===== src/rtl/btn_conditioner.sv =====
// btn_conditioner
// Front-end conditioner between raw board pushbuttons/switches and the SLC-3
// core. Brings every asynchronous input into the Clk domain through a two-flop
// synchronizer. Each button is also debounced by its own small FSM, which
// produces a clean level plus single-cycle press/release pulses. A physical
// press therefore gives exactly one Run/Continue event in the core.
//
// Per-channel debounce FSM:
//   STABLE_LO -> WAIT_HI when the synchronized input goes high (cnt = 1)
//   WAIT_HI   -> STABLE_LO on any low sample (bounce rejected, no pulse)
//   WAIT_HI   -> STABLE_HI once cnt reaches DEBOUNCE_CYCLES-1 with the input
//                still high (level set, one-cycle press pulse)
//   STABLE_HI / WAIT_LO mirror the above with the polarity inverted.
// The counter only moves in the WAIT states and never passes
// DEBOUNCE_CYCLES-1, so it cannot wrap.
//
// dbg_state carries each channel's FSM state (2 bits per channel, channel 0
// in the low bits) so that external checkers can observe it.

module btn_conditioner #(
  parameter int NUM_BTN         = 2,
  parameter int SW_WIDTH        = 16,
  parameter int DEBOUNCE_CYCLES = 100000
) (
  input  logic                 Clk,
  input  logic                 Reset,
  input  logic [NUM_BTN-1:0]   btn_raw,
  input  logic [SW_WIDTH-1:0]  sw_raw,
  output logic [NUM_BTN-1:0]   btn_level,
  output logic [NUM_BTN-1:0]   btn_press,
  output logic [NUM_BTN-1:0]   btn_release,
  output logic [SW_WIDTH-1:0]  sw_sync,
  output logic [2*NUM_BTN-1:0] dbg_state
);

  // The counter width leaves one bit of headroom above DEBOUNCE_CYCLES-1.
  localparam int CNT_W = $clog2(DEBOUNCE_CYCLES) + 1;
  localparam logic [CNT_W-1:0] CNT_LAST = CNT_W'(DEBOUNCE_CYCLES - 1);
  localparam logic [CNT_W-1:0] CNT_ONE  = CNT_W'(1);

  typedef enum logic [1:0] {
    STABLE_LO = 2'd0,
    WAIT_HI   = 2'd1,
    STABLE_HI = 2'd2,
    WAIT_LO   = 2'd3
  } btn_state_e;

  logic [SW_WIDTH-1:0] sw_s1;
  logic [NUM_BTN-1:0]  btn_s1;
  logic [NUM_BTN-1:0]  btn_s2;

  // Two-flop synchronizer for the switch bus. There is no debounce here;
  // the core simply sees the switches two cycles late.
  always_ff @(posedge Clk or negedge Reset) begin
    if (!Reset) begin
      sw_s1   <= '0;
      sw_sync <= '0;
    end else begin
      sw_s1   <= sw_raw;
      sw_sync <= sw_s1;
    end
  end

  // Two-flop synchronizer for the buttons. btn_s2 feeds the debounce FSMs.
  always_ff @(posedge Clk or negedge Reset) begin
    if (!Reset) begin
      btn_s1 <= '0;
      btn_s2 <= '0;
    end else begin
      btn_s1 <= btn_raw;
      btn_s2 <= btn_s1;
    end
  end

  for (genvar g = 0; g < NUM_BTN; g++) begin : g_btn
    btn_state_e       state_q;
    btn_state_e       state_d;
    logic [CNT_W-1:0] cnt_q;
    logic [CNT_W-1:0] cnt_d;
    logic             level_q;
    logic             level_d;
    logic             press_q;
    logic             press_d;
    logic             rel_q;
    logic             rel_d;
    logic             s2;
    logic             cnt_done;

    assign s2       = btn_s2[g];
    assign cnt_done = (cnt_q == CNT_LAST);

    // State register, together with the stability counter and the
    // registered level/pulse outputs.
    always_ff @(posedge Clk or negedge Reset) begin
      if (!Reset) begin
        state_q <= STABLE_LO;
        cnt_q   <= '0;
        level_q <= 1'b0;
        press_q <= 1'b0;
        rel_q   <= 1'b0;
      end else begin
        state_q <= state_d;
        cnt_q   <= cnt_d;
        level_q <= level_d;
        press_q <= press_d;
        rel_q   <= rel_d;
      end
    end

    // Next-state logic. Any sample that disagrees with the level being
    // waited for sends the FSM back to its stable state.
    always_comb begin
      state_d = state_q;
      case (state_q)
        STABLE_LO: if (s2)          state_d = WAIT_HI;
        WAIT_HI: begin
          if (!s2)                  state_d = STABLE_LO;
          else if (cnt_done)        state_d = STABLE_HI;
        end
        STABLE_HI: if (!s2)         state_d = WAIT_LO;
        WAIT_LO: begin
          if (s2)                   state_d = STABLE_HI;
          else if (cnt_done)        state_d = STABLE_LO;
        end
        default:                    state_d = STABLE_LO;
      endcase
    end

    // Output logic: the next counter value, the next level, and the
    // one-cycle pulses raised only on the accepting transition.
    always_comb begin
      cnt_d   = '0;
      level_d = level_q;
      press_d = 1'b0;
      rel_d   = 1'b0;
      case (state_q)
        STABLE_LO: begin
          if (s2) cnt_d = CNT_ONE;
        end
        WAIT_HI: begin
          if (s2) begin
            if (cnt_done) begin
              level_d = 1'b1;
              press_d = 1'b1;
            end else begin
              cnt_d = cnt_q + CNT_ONE;
            end
          end
        end
        STABLE_HI: begin
          if (!s2) cnt_d = CNT_ONE;
        end
        WAIT_LO: begin
          if (!s2) begin
            if (cnt_done) begin
              level_d = 1'b0;
              rel_d   = 1'b1;
            end else begin
              cnt_d = cnt_q + CNT_ONE;
            end
          end
        end
        default: begin
          level_d = 1'b0;
        end
      endcase
    end

    assign btn_level[g]         = level_q;
    assign btn_press[g]         = press_q;
    assign btn_release[g]       = rel_q;
    assign dbg_state[2*g +: 2]  = state_q;
  end

endmodule


===== config.mk =====
export PLATFORM = sky130hd
export DESIGN_NAME = btn_conditioner
export DESIGN_NICKNAME = d
export VERILOG_FILES = /design/src/rtl/btn_conditioner.sv
export SDC_FILE = /design/constraint.sdc
export NUM_CORES = 1
export LEC_CHECK = 0
export ABC_AREA = 1
export BUFFER_PORTS_ARGS = -buffer_cell sky130_fd_sc_hd__buf_2
export CAP_MARGIN = 40
export CELL_PAD_IN_SITES_DETAIL_PLACEMENT = 1
export CELL_PAD_IN_SITES_GLOBAL_PLACEMENT = 1
export CORE_ASPECT_RATIO = 0.5
export CORE_MARGIN = 2
export CORE_UTILIZATION = 44
export DETAILED_ROUTE_END_ITERATION = 6
export HOLD_SLACK_MARGIN = 0.1
export PLACE_DENSITY = 0.84
export SLEW_MARGIN = 25
export SYNTH_ARGS = -nofsm -noshare
export SYNTH_HDL_FRONTEND = slang
export SYNTH_SLANG_ARGS = --single-unit

===== constraint.sdc =====
create_clock -name Clk -period 1.45 [get_ports Clk]
set_input_delay 0.145 -clock Clk [delete_from_list [all_inputs] [get_ports Clk]]
set_output_delay 0.145 -clock Clk [all_outputs]
set_load 0.01 [all_outputs]

==> results.md, run 1 <==
* Most frequent cells in the layout: 69 x dfrtp_1, 51 x buf_4, 44 x buf_2, 33 x nor2_1, 30 x nand2_1
* Post-Syn Area at 0.00335 mm^2
* Routed vias at 3521
* Fmax at 596 MHz
* Final hold viol count at 0
* Fillers at 736
* Pre-CTS WS at -134 ps
* N_diodes at 0
* Number of synthesized register bits at 82
* CTS buffer count at 9
* DRT Pass-1 Iters at 7
* RSZ-0062 raised after global routing: yes
* Int Pwr at 4.49 mW
* Critical path class: flop to flop
* Failing checks: negative setup slack
* Share of cells above drive strength 1 at 0.558
* Grt ovf at 0
* Clock Sinks at 82
* GP Congestion at 0.867
* Post-synthesis adder-cell area fraction at 0.00747
* Combinational power share at 0.196
* DR vias/cell at 6.07
* HPWL after DPL at 6520 um
* Worst slew margin relative to its limit at 0.725
* Worst slew pin tran at 412 ps
* Static leakage at 2.43 nW
* HP Class: input pin to async pin
* Critical Path End Type: flop
* Worst path slowest cell: dfrtp_2
* Clk slew on worst S/H paths at 90 ps
* Longest Clk Path Bufs at 2
* GR Util All Layers at 0.371
* Post-synthesis compound-gate area fraction at 0.0381
* CP Cell Sequence: nand2_1 > nor3_4 > buf_6 > nand3_4 > o21ai_2 > nand2_1 > nor2_1
* Sw Ratio at 0.312
* Seq pwr share at 0.393
* Area share of xor/xnor cells in the synthesized design at 0.0366
* Largest family of logic cells by synthesized area: simple AND/OR/NAND/NOR gates
* CTS tree: built
* First-pass GRT wire length at 21800 um
* WP data arrival at 1960 ps
* Die Y at 65.7 um
* Register area at 0.00207 mm^2
* Setup TNS at -3300 ps
* Synth warn at 0
* Area of the multi-input gates at 0.00161 mm^2
* CTS Root Cell: clkbuf_16
* Final period util at 1.16
* CP peak stage delay at 450 ps
* Initial antenna violation count at 0
* Clock period minus worst slack at 1680 ps
* Ratio of total power to cell area at 1220 mW/mm^2
* Cells after DPL at 494
* Final setup viols at 45
* Vias in the first global route at 3525
* Max-cap viol count at 0
* Worst vdd ir at 1.40 mV
* H-Tree Depth at 3
* Final clock skew at 18.2 ps
* Core area at 0.00735 mm^2
* Count of final max-slew check failures at 0
* Port buffer count at 45
* Worst-path fanout max at 6
* Sequential fraction of the synthesis area at 0.612
* Die Area at 0.00837 mm^2
* Area growth, synth to finish at 59.4%
* Skew-Pair Late Insertion Delay at 370 ps
* CP Buf/Inv Count at 1
* Synthesized net count at 360
* Most used cell, CP: nand2_1
* Initial DRC count at 368
* Syn Inst Count at 338
* Commonest non-fill, non-tap cell in the layout: dfrtp_1
* Hold WS at 289 ps
* Critical path launch point type: flop
* NetSw at 2.04 mW
* Final ANT Viol Nets at 0
* Cell family with most CP delay: simple AND/OR/NAND/NOR gates
* Std cell rows at 22
* DR WL/cell at 31.1 um
* Post-Route WL at 18000 um
* Syn avg cell area at 9.91 um^2
* Initial Util at 0.456
* Final #Nets at 501
* Post-Synth Simple-Gate Area at 0.243
* Status: finished with violations
* Final setup margin at -228 ps
* Ports at 46
* DRC at 0
* Width of the die at 127 um
* Worst EP required at 1730 ps
* Largest net degree at the start of global routing at 34
* Cell variety after synth at 32
* Mux share of post-synthesis cell area at 0
* Clock Power Share at 0.411
* Final cell count without fillers at 580
==> final cells by class <==
class	count	share of cell area
sequential	82	0.387
tap	96	0.0225
inverter	34	0.0267
timing repair buffer	137	0.200
clock buffer	9	0.0422
multi-input combinational	215	0.302
clock inverter	7	0.0190
==> worst paths after layout <==
kind | start | endpoint | cells past startpoint | slack [ps]
min in group Clk | sw_s1[2] | sw_sync[2] | 0 | 350
max | g_btn[1].cnt_q[3] | g_btn[1].cnt_q[17] | 7 | -230
max reg2reg | g_btn[1].cnt_q[3] | g_btn[1].cnt_q[17] | 7 | -230
min reg2reg | sw_s1[2] | sw_sync[2] | 0 | 350
max in group asynchronous | Reset | g_btn[0].cnt_q[8] | 3 | 390
min | Reset | g_btn[0].cnt_q[10] | 2 | 290
==> kinds of logic (layout without fill, tap and decap cells) <==
kind of cell / Yosys count / count (layout)
flip-flops: 82 / 82
adder cells (fa/ha/maj): 2 / 2
XOR/XNOR: 14 / 14
AO/OA/AOI/OAI: 23 / 23
buffers and inverters: 42 / 187
AND/OR/NAND/NOR: 175 / 176
==> synth_stat cells, drive strengths merged <==
cell type | n | area, um^2
clkinv | 1 | 3.75
nor3b | 3 | 27.5
o22ai | 1 | 6.26
dfrtp | 82 | 2050
nand4 | 4 | 25.0
o21ai | 13 | 65.1
a21oi | 4 | 20.0
bufinv | 1 | 17.5
nand3 | 23 | 135
nand3b | 1 | 7.51
nor2 | 68 | 288
nor3 | 12 | 71.3
nand2 | 64 | 260
xor2 | 10 | 87.6
xnor2 | 4 | 35.0
ha | 2 | 25.0
a21boi | 1 | 7.51
inv | 32 | 120
buf | 8 | 67.6
o211ai | 1 | 7.51
a31oi | 1 | 6.26
o21bai | 2 | 15.0
==> flip-flops by register name, indices dropped and copies added, names as in the netlist, named ones only <==
signal	flops
sw_s1	16
sw_sync	16
g_btn.press_q	2
btn_s2	2
g_btn.level_q	2
g_btn.cnt_q	36
g_btn.state_q	2
g_btn.rel_q	2
btn_s1	2
==> routing by layer <==
metal | share of wire | wire length [um] | vias to the layer above | GRT usage
met5 | 0 | 0 | - | 0
met4 | 0.076 | 1380 | 0 | 0.207
met1 | 0.36 | 6510 | 1758 | 0.418
li1 | - | - | 1349 | -
met2 | 0.47 | 8450 | 293 | 0.652
met3 | 0.094 | 1700 | 121 | 0.0977
==> repair_timing <==
| action | 4_1_cts | 5_1_grt |
|---|---|---|
| pin swaps | 23 | 39 |
| resized for setup | 55 | 116 |
| hold buffers | 19 | 0 |
| endpoints found under the setup margin | 28 | 46 |
| setup buffers | 25 | 27 |
| cloned | 1 | 0 |
| endpoints found under the hold margin | 75 | 0 |
==> through the flow <==
stage	area (um^2)	power [mW]	utilization
detailed placement	3820	3.13	0.519
CTS	4780	5.90	0.650
finish	5340	6.53	0.727
global placement	3820	3.06	0.519
floorplan	3350	2.89	-
global route	5340	6.65	0.727
==> power by group through the flow <==
stage,Clock (mW),Combinational [mW],Sequential [mW]
6_report,2.68,1.28,2.57
4_1_cts,2.55,0.829,2.53
5_1_grt,2.74,1.33,2.58
3_3_place_gp,0,0.531,2.53
2_1_floorplan,0,0.336,2.55
3_5_place_dp,0,0.582,2.55
Note: power is estimated with default switching activity, not from simulation.
==> run 2, diff against run 1 <==
--- a/config.mk
+++ b/config.mk
@@ -9,10 +9,10 @@
 export BUFFER_PORTS_ARGS = -buffer_cell sky130_fd_sc_hd__buf_2
 export CAP_MARGIN = 40
 export CELL_PAD_IN_SITES_DETAIL_PLACEMENT = 1
-export CELL_PAD_IN_SITES_GLOBAL_PLACEMENT = 1
+export CELL_PAD_IN_SITES_GLOBAL_PLACEMENT = 2
 export CORE_ASPECT_RATIO = 0.5
 export CORE_MARGIN = 2
-export CORE_UTILIZATION = 44
+export CORE_UTILIZATION = 36
 export DETAILED_ROUTE_END_ITERATION = 6
 export HOLD_SLACK_MARGIN = 0.1
 export PLACE_DENSITY = 0.84
==> run 2 against run 1 <==
Global-route usage decreased by 19 points; setup slack better by 160 ps; highest routed layer unchanged; combinational power decreased by 41%; the flow still finishes with violations (negative setup slack); non-clock buffer count shrank 32; sequential cell count unchanged; critical path depth unchanged; largest cell class unchanged; total power is 13% lower; die area rose by 21%; hold slack lost 18 ps; via count decreased by 23%; cell area fell by 12%; core utilization down 19 points.
==> results.md, run 2 (synthesis gave the netlist of run 1 again) <==
* Final setup viols at 14 (-69%)
* Fmax at 660 MHz (+11%)
* First-pass GRT wire length at 14200 um (-35%)
* Critical Path End Type: flop
* Count of final max-slew check failures at 0 (unchanged)
* Critical path class: flop to flop
* Final setup margin at -64.9 ps (+163 ps)
* Top reg by flops: g_btn.cnt_q
* Width of the die at 140 um (+10%)
* Die Y at 72.2 um (+9.9%)
* Final clock skew at 9.15 ps (-9.08 ps)
* Skew-Pair Late Insertion Delay at 340 ps (-30 ps)
* Final period util at 1.04 (-0.112)
* Largest net degree at the start of global routing at 32 (-5.9%)
* DR vias/cell at 4.77 (-21%)
* Int Pwr at 4.20 mW (-6.5%)
* DRT Pass-1 Iters at 5 (-2)
* Worst slew margin relative to its limit at 0.749 (+0.0235)
* Initial DRC count at 120 (-67%)
* N_diodes at 0 (unchanged)
* Max-cap viol count at 0 (unchanged)
* Longest Clk Path Bufs at 2 (unchanged)
* Static leakage at 2.18 nW (-10%)
* Worst-path fanout max at 2 (-4)
* Status: finished with violations
* Worst slew pin tran at 374 ps (-38.1 ps)
* Clk slew on worst S/H paths at 60 ps (-30 ps)
* DRC at 0 (unchanged)
* GR Util All Layers at 0.181 (-0.190)
* Final hold viol count at 0 (unchanged)
* HP Class: input pin to async pin
* WP data arrival at 1730 ps (-230 ps)
* Ratio of total power to cell area at 1200 mW/mm^2 (-2.1%)
* CTS tree: built
* Combinational power share at 0.133 (-0.063)
* R2r setup slk at -60 ps (+160 ps)
* Vias in the first global route at 2905 (-18%)
* Port buffer count at 45 (unchanged)
* CTS Root Cell: clkbuf_16
* Final core utilization at 0.533 (-0.193)
* CTS buffer count at 9 (unchanged)
* Initial antenna violation count at 0 (unchanged)
* Core area at 0.00886 mm^2 (+21%)
* Critical path launch point type: flop
* Worst vdd ir at 0.648 mV (-54%)
* Worst EP required at 1670 ps (-60 ps)
* Failing checks: negative setup slack
* Clock Sinks at 82 (unchanged)
* Regs by FF count: g_btn.cnt_q (36), sw_s1 (16), sw_sync (16)
* HPWL after DPL at 5380 um (-18%)
* NetSw at 1.46 mW (-29%)
* Clock period minus worst slack at 1510 ps (-163 ps)
* Most frequent cells in the layout: 79 x dfrtp_1, 53 x nand2_1, 51 x nor2_1, 44 x buf_2, 33 x buf_4
* DR WL/cell at 15.6 um (-50%)
* Post-placement cell area at 0.00386 mm^2 (+1.3%)
* Final ANT Viol Nets at 0 (unchanged)
* H-Tree Depth at 3 (unchanged)
* Commonest non-fill, non-tap cell in the layout: dfrtp_1
* Die Area at 0.0101 mm^2 (+21%)
* Grt ovf at 0 (unchanged)
* Clock Power Share at 0.420 (+0.009)
* Routed vias at 2708 (-23%)
* Ports at 46 (unchanged)
* Max reg flops at 36 (unchanged)
* Initial Util at 0.378 (-0.0777)
* GP Congestion at 0.819 (-5.5%)
* Post-layout instance area at 0.00473 mm^2 (-12%)
* Post-Route WL at 8840 um (-51%)
* Seq pwr share at 0.447 (+0.054)
* RSZ-0062 raised after global routing: yes
* Share of cells above drive strength 1 at 0.346 (-0.212)
* Std cell rows at 24 (+9.1%)
* Area growth, synth to finish at 41.0%
* Final #Nets at 468 (-6.6%)
* Sw Ratio at 0.258 (-0.0548)
==> run 2: changes by cell type in the layout (fill, tap and decap cells not counted), sizes merged <==
| cell | before | now |
|---|---|---|
| buf | 118 | 86 |
| clkbuf | 9 | 11 |
| clkinv | 1 | 4 |
| clkinvlp | 2 | 0 |
| inv | 36 | 33 |
| nand2 | 65 | 64 |
==> run 2: final cells by class <==
type | count | area (um^2)
inverters | 34 | 141
flip-flops and latches | 82 | 2060
well taps | 117 | 146
clock buffers | 11 | 253
multi-input cells | 214 | 1300
fillers | 966 | 4130
clock inverters | 5 | 61.3
repair buffers | 105 | 768
==> run 2: critical path, cell delays in order, from the launching register on <==
cell and delay (ps):
dfrtp_1 360, inv_1 100, nand2_1 90, nor3_1 310, nand3_2 160, buf_4 160, o21ai_0 130, o21ai_1 80
==> run 2: routing by layer <==
| layer | share of wire | up-vias | GRT usage |
|---|---|---|---|
| met5 | 0 | - | 0 |
| met4 | 0.012 | 0 | 0.0449 |
| met3 | 0.027 | 12 | 0.0554 |
| met2 | 0.54 | 42 | 0.342 |
| met1 | 0.42 | 1372 | 0.204 |
| li1 | - | 1282 | - |
==> run 2: through the flow <==
stage                     worst slack [ps]  setup TNS, ps  instances  hold WS, ps  total power [mW]
after global routing                  -148          -2320        568          288              5.92
after global placement                15.1              0        518         79.9              3.08
after floorplan                        103              0        338         -151              2.89
final                                -64.9           -331        568          271              5.66
after detailed placement              -118           -977        518         88.4              3.12
after CTS                            -18.2          -47.2        562          275              5.66
==> run 2: power groups by stage <==
| stage | sequential (mW) | combinational (mW) | clock [mW] |
|---|---|---|---|
| final | 2.53 | 0.754 | 2.37 |
| after global routing | 2.54 | 0.835 | 2.54 |
| after CTS | 2.51 | 0.695 | 2.45 |
| after detailed placement | 2.55 | 0.573 | 0 |
| after global placement | 2.53 | 0.546 | 0 |
| after floorplan | 2.55 | 0.336 | 0 |
==> run 2: path summary, 6_finish.rpt <==
kind,cells past startpoint,end,from
min in group Clk,0,sw_sync[0],sw_s1[0]
worst max register to register,7,g_btn[0].level_q,g_btn[0].cnt_q[17]
max in group asynchronous,3,async pin,Reset
worst min-delay path,2,g_btn[1].cnt_q[4],Reset
worst min register to register,0,sw_sync[0],sw_s1[0]
worst max-delay path,7,g_btn[0].level_q,g_btn[0].cnt_q[17]
==> run 2: repair_timing <==
| item | CTS | global route |
|---|---|---|
| hold endpoints to repair | 86 | 0 |
| gates resized for setup | 16 | 41 |
| pin swaps | 8 | 20 |
| hold buffers | 19 | 0 |
| buffers inserted | 9 | 6 |
| setup endpoints to repair | 27 | 39 |
==> run 3, diff against run 2 <==
--- a/config.mk
+++ b/config.mk
@@ -12,10 +12,11 @@
 export CELL_PAD_IN_SITES_GLOBAL_PLACEMENT = 2
 export CORE_ASPECT_RATIO = 0.5
 export CORE_MARGIN = 2
-export CORE_UTILIZATION = 36
+export CORE_UTILIZATION = 37
+export CTS_BUF_LIST = sky130_fd_sc_hd__clkbuf_8
 export DETAILED_ROUTE_END_ITERATION = 6
 export HOLD_SLACK_MARGIN = 0.1
-export PLACE_DENSITY = 0.84
+export PLACE_DENSITY = 0.86
 export SLEW_MARGIN = 25
 export SYNTH_ARGS = -nofsm -noshare
 export SYNTH_HDL_FRONTEND = slang
==> run 3 against run 2 <==
The run still ends with negative setup slack left; core utilization down 1.1 points; sequential cell count stayed put; critical path depth unchanged; setup slack better by 59 ps; cell area decreased by 3.3%; total power shrank 11%; fmax grew 4.1%; via count is 3.2% lower; hold slack gained 76 ps; count of clock-buffer cells in the layout unchanged; global-route usage decreased by 1.5 points; register-to-register slack improved by 60 ps; critical path type unchanged; largest cell class unchanged; highest routed layer unchanged.
==> results.md, run 3 (synthesis gave the netlist of run 1 again) <==
* First-pass GRT wire length at 12900 um (-8.9%)
* Final ANT Viol Nets at 0 (unchanged)
* Share of cells above drive strength 1 at 0.346 (about the same)
* DRT Pass-1 Iters at 4 (-1)
* Pre-CTS WS at -66.8 ps (+51.0 ps)
* Clock Sinks at 82 (unchanged)
* Max-cap viol count at 0 (unchanged)
* Final #Nets at 465 (-0.64%)
* Worst vdd ir at 0.712 mV (+9.9%)
* Final clock skew at 8.25 ps (-0.898 ps)
* Final Power at 5.06 mW (-11%)
* Final setup margin at -5.61 ps (+59.3 ps)
* Width of the die at 139 um (-1.3%)
* Critical path endpoint: g_btn[0].level_q
* Grt ovf at 0 (unchanged)
* Max reg flops at 36 (unchanged)
* R2r setup slk at -6 ps (+60 ps)
* RSZ-0062 raised after global routing: yes
* CTS tree: built
* Worst slew margin relative to its limit at 0.721 (-0.0275)
* Count of final max-slew check failures at 0 (unchanged)
* Worst path slowest cell: dfrtp_2
* Hold WS at 346 ps (+75.6 ps)
* R2R cell count at 7 (unchanged)
* Regs by FF count: g_btn.cnt_q (36), sw_s1 (16), sw_sync (16)
* Largest net degree at the start of global routing at 83 (+160%)
* Critical Path End Type: flop
* Critical path class: flop to flop
* WP data arrival at 1710 ps (-20 ps)
* CP peak stage delay at 400 ps (+40 ps)
* Skew-Pair Late Insertion Delay at 360 ps (+20 ps)
* DRC at 0 (unchanged)
* GP Congestion at 0.841 (+2.7%)
* Initial Util at 0.383 (+0.00520)
* CP Launch Point: g_btn[0].cnt_q[4]
* Ratio of total power to cell area at 1110 mW/mm^2 (-7.5%)
* DR vias/cell at 4.64 (-2.7%)
* CTS buffer count at 9 (unchanged)
* Core area at 0.00874 mm^2 (-1.4%)
* N_diodes at 0 (unchanged)
* Fmax at 687 MHz (+4.1%)
* Std cell rows at 24 (unchanged)
* Reg-to-reg startpoint: g_btn[0].cnt_q[4]
* RR Endpoint: g_btn[0].level_q
* Area growth, synth to finish at 36.4%
* Ports at 46 (unchanged)
* CP Cell Sequence: buf_4 > nand2_1 > nor3_2 > nand3_2 > buf_4 > o21ai_1 > o21ai_1
* Routed vias at 2621 (-3.2%)
* Initial antenna violation count at 0 (unchanged)
* Critical path launch point type: flop
* Die Area at 0.00988 mm^2 (-2.6%)
* Clk slew on worst S/H paths at 90 ps (+30 ps)
* GR Util All Layers at 0.166 (-0.0155)
* Final setup viols at 1 (-13)
* Longest Clk Path Bufs at 2 (unchanged)
* Final hold viol count at 0 (unchanged)
* Worst EP required at 1710 ps (+40 ps)
* H-Tree Depth at 3 (unchanged)
* Most frequent cells in the layout: 79 x dfrtp_1, 52 x nand2_1, 51 x nor2_1, 44 x buf_2, 34 x buf_4
* DR WL/cell at 14.4 um (-7.6%)
* Top reg by flops: g_btn.cnt_q
* Vias in the first global route at 2779 (-4.3%)
* Clock period minus worst slack at 1460 ps (-59.3 ps)
* Initial DRC count at 72 (-40%)
* Port buffer count at 45 (unchanged)
* Static leakage at 2.11 nW (-3.0%)
* Fillers at 1002 (+3.7%)
* Worst-path fanout max at 3 (+1)
* Post-Route WL at 8130 um (-8.1%)
* Die Y at 71.3 um (-1.3%)
* Status: finished with violations
* Failing checks: negative setup slack
* Final period util at 1.00 (-0.0409)
* HP Class: input pin to async pin
* CTS Root Cell: clkbuf_8
* HPWL after DPL at 5390 um (+0.18%)
* Commonest non-fill, non-tap cell in the layout: dfrtp_1
* Worst slew pin tran at 418 ps (+44.2 ps)
run 3: cell types whose count changed in the layout (fill, tap and decap cells not counted), moves of 2 or more:
cell        delta
nor3_1         -3
buf_6          -6
nor2_2         +4
o21ai_1        +3
nor3_2         +4
clkbuf_8       +9
clkinvlp_4     +2
nand2_4        +2
nor2_4         -4
o21ai_0        -2
clkbuf_16      -9
run 3: worst min-delay path by stage:
stage                             end  startpoint  depth (start not counted)
finish              g_btn[1].cnt_q[1]       Reset                          3
floorplan                   async pin       Reset                          0
detailed placement           sw_s1[0]       Reset                          2
global route              sw_sync[15]   sw_s1[15]                          0
CTS                         async pin       Reset                          3
global placement             sw_s1[0]       Reset                          2
run 3: area by class of cell:
type	instances	area (um^2)	share of cell area
Sequential cell	82	2060	0.450
Timing Repair Buffer	101	728	0.159
Multi-Input combinational cell	215	1280	0.281
Clock inverter	5	62.6	0.0137
Tap cell	117	146	0.0320
Clock buffer	11	151	0.0331
Inverter	34	141	0.0309
run 3: stage by stage:
step	utilization	TNS (ps)	instance area [um^2]	cells
finish	0.523	-5.61	4570	565
global route	0.523	-1500	4570	565
global placement	0.440	-6.21	3850	514
CTS	0.490	-8.02	4280	550
detailed placement	0.440	-255	3850	514
floorplan	-	0	3350	338
run 3: timing repair:
item | in CTS | in global routing
gates resized for setup | 6 | 43
gates cloned | 0 | 1
hold endpoints to repair | 100 | 0
buffers inserted | 1 | 14
setup endpoints to repair | 20 | 34
pin swaps | 3 | 17
hold buffers | 19 | 0
run 3: power breakdown:
group          internal [mW]  leakage [nW]  switching [mW]  total [mW]
Clock                  0.895         0.102           0.852        1.75
Sequential              2.40          1.05          0.0952        2.49
Combinational          0.400         0.963           0.419       0.819
run 3: critical path: cells and delay by family (launching register included):
| family | cells | cell delay (ps) |
|---|---|---|
| AND/OR/NAND/NOR | 3 | 480 |
| AO/OA/AOI/OAI | 2 | 170 |
| flip-flops | 1 | 400 |
| buffers and inverters | 2 | 300 |
run 3: metal layers:
layer,share of wire,GRT usage,up-vias
met2,0.53,0.303,27
met3,0.026,0.0481,11
li1,-,-,1270
met1,0.44,0.194,1313
met4,0.013,0.0488,0
met5,0,0,-
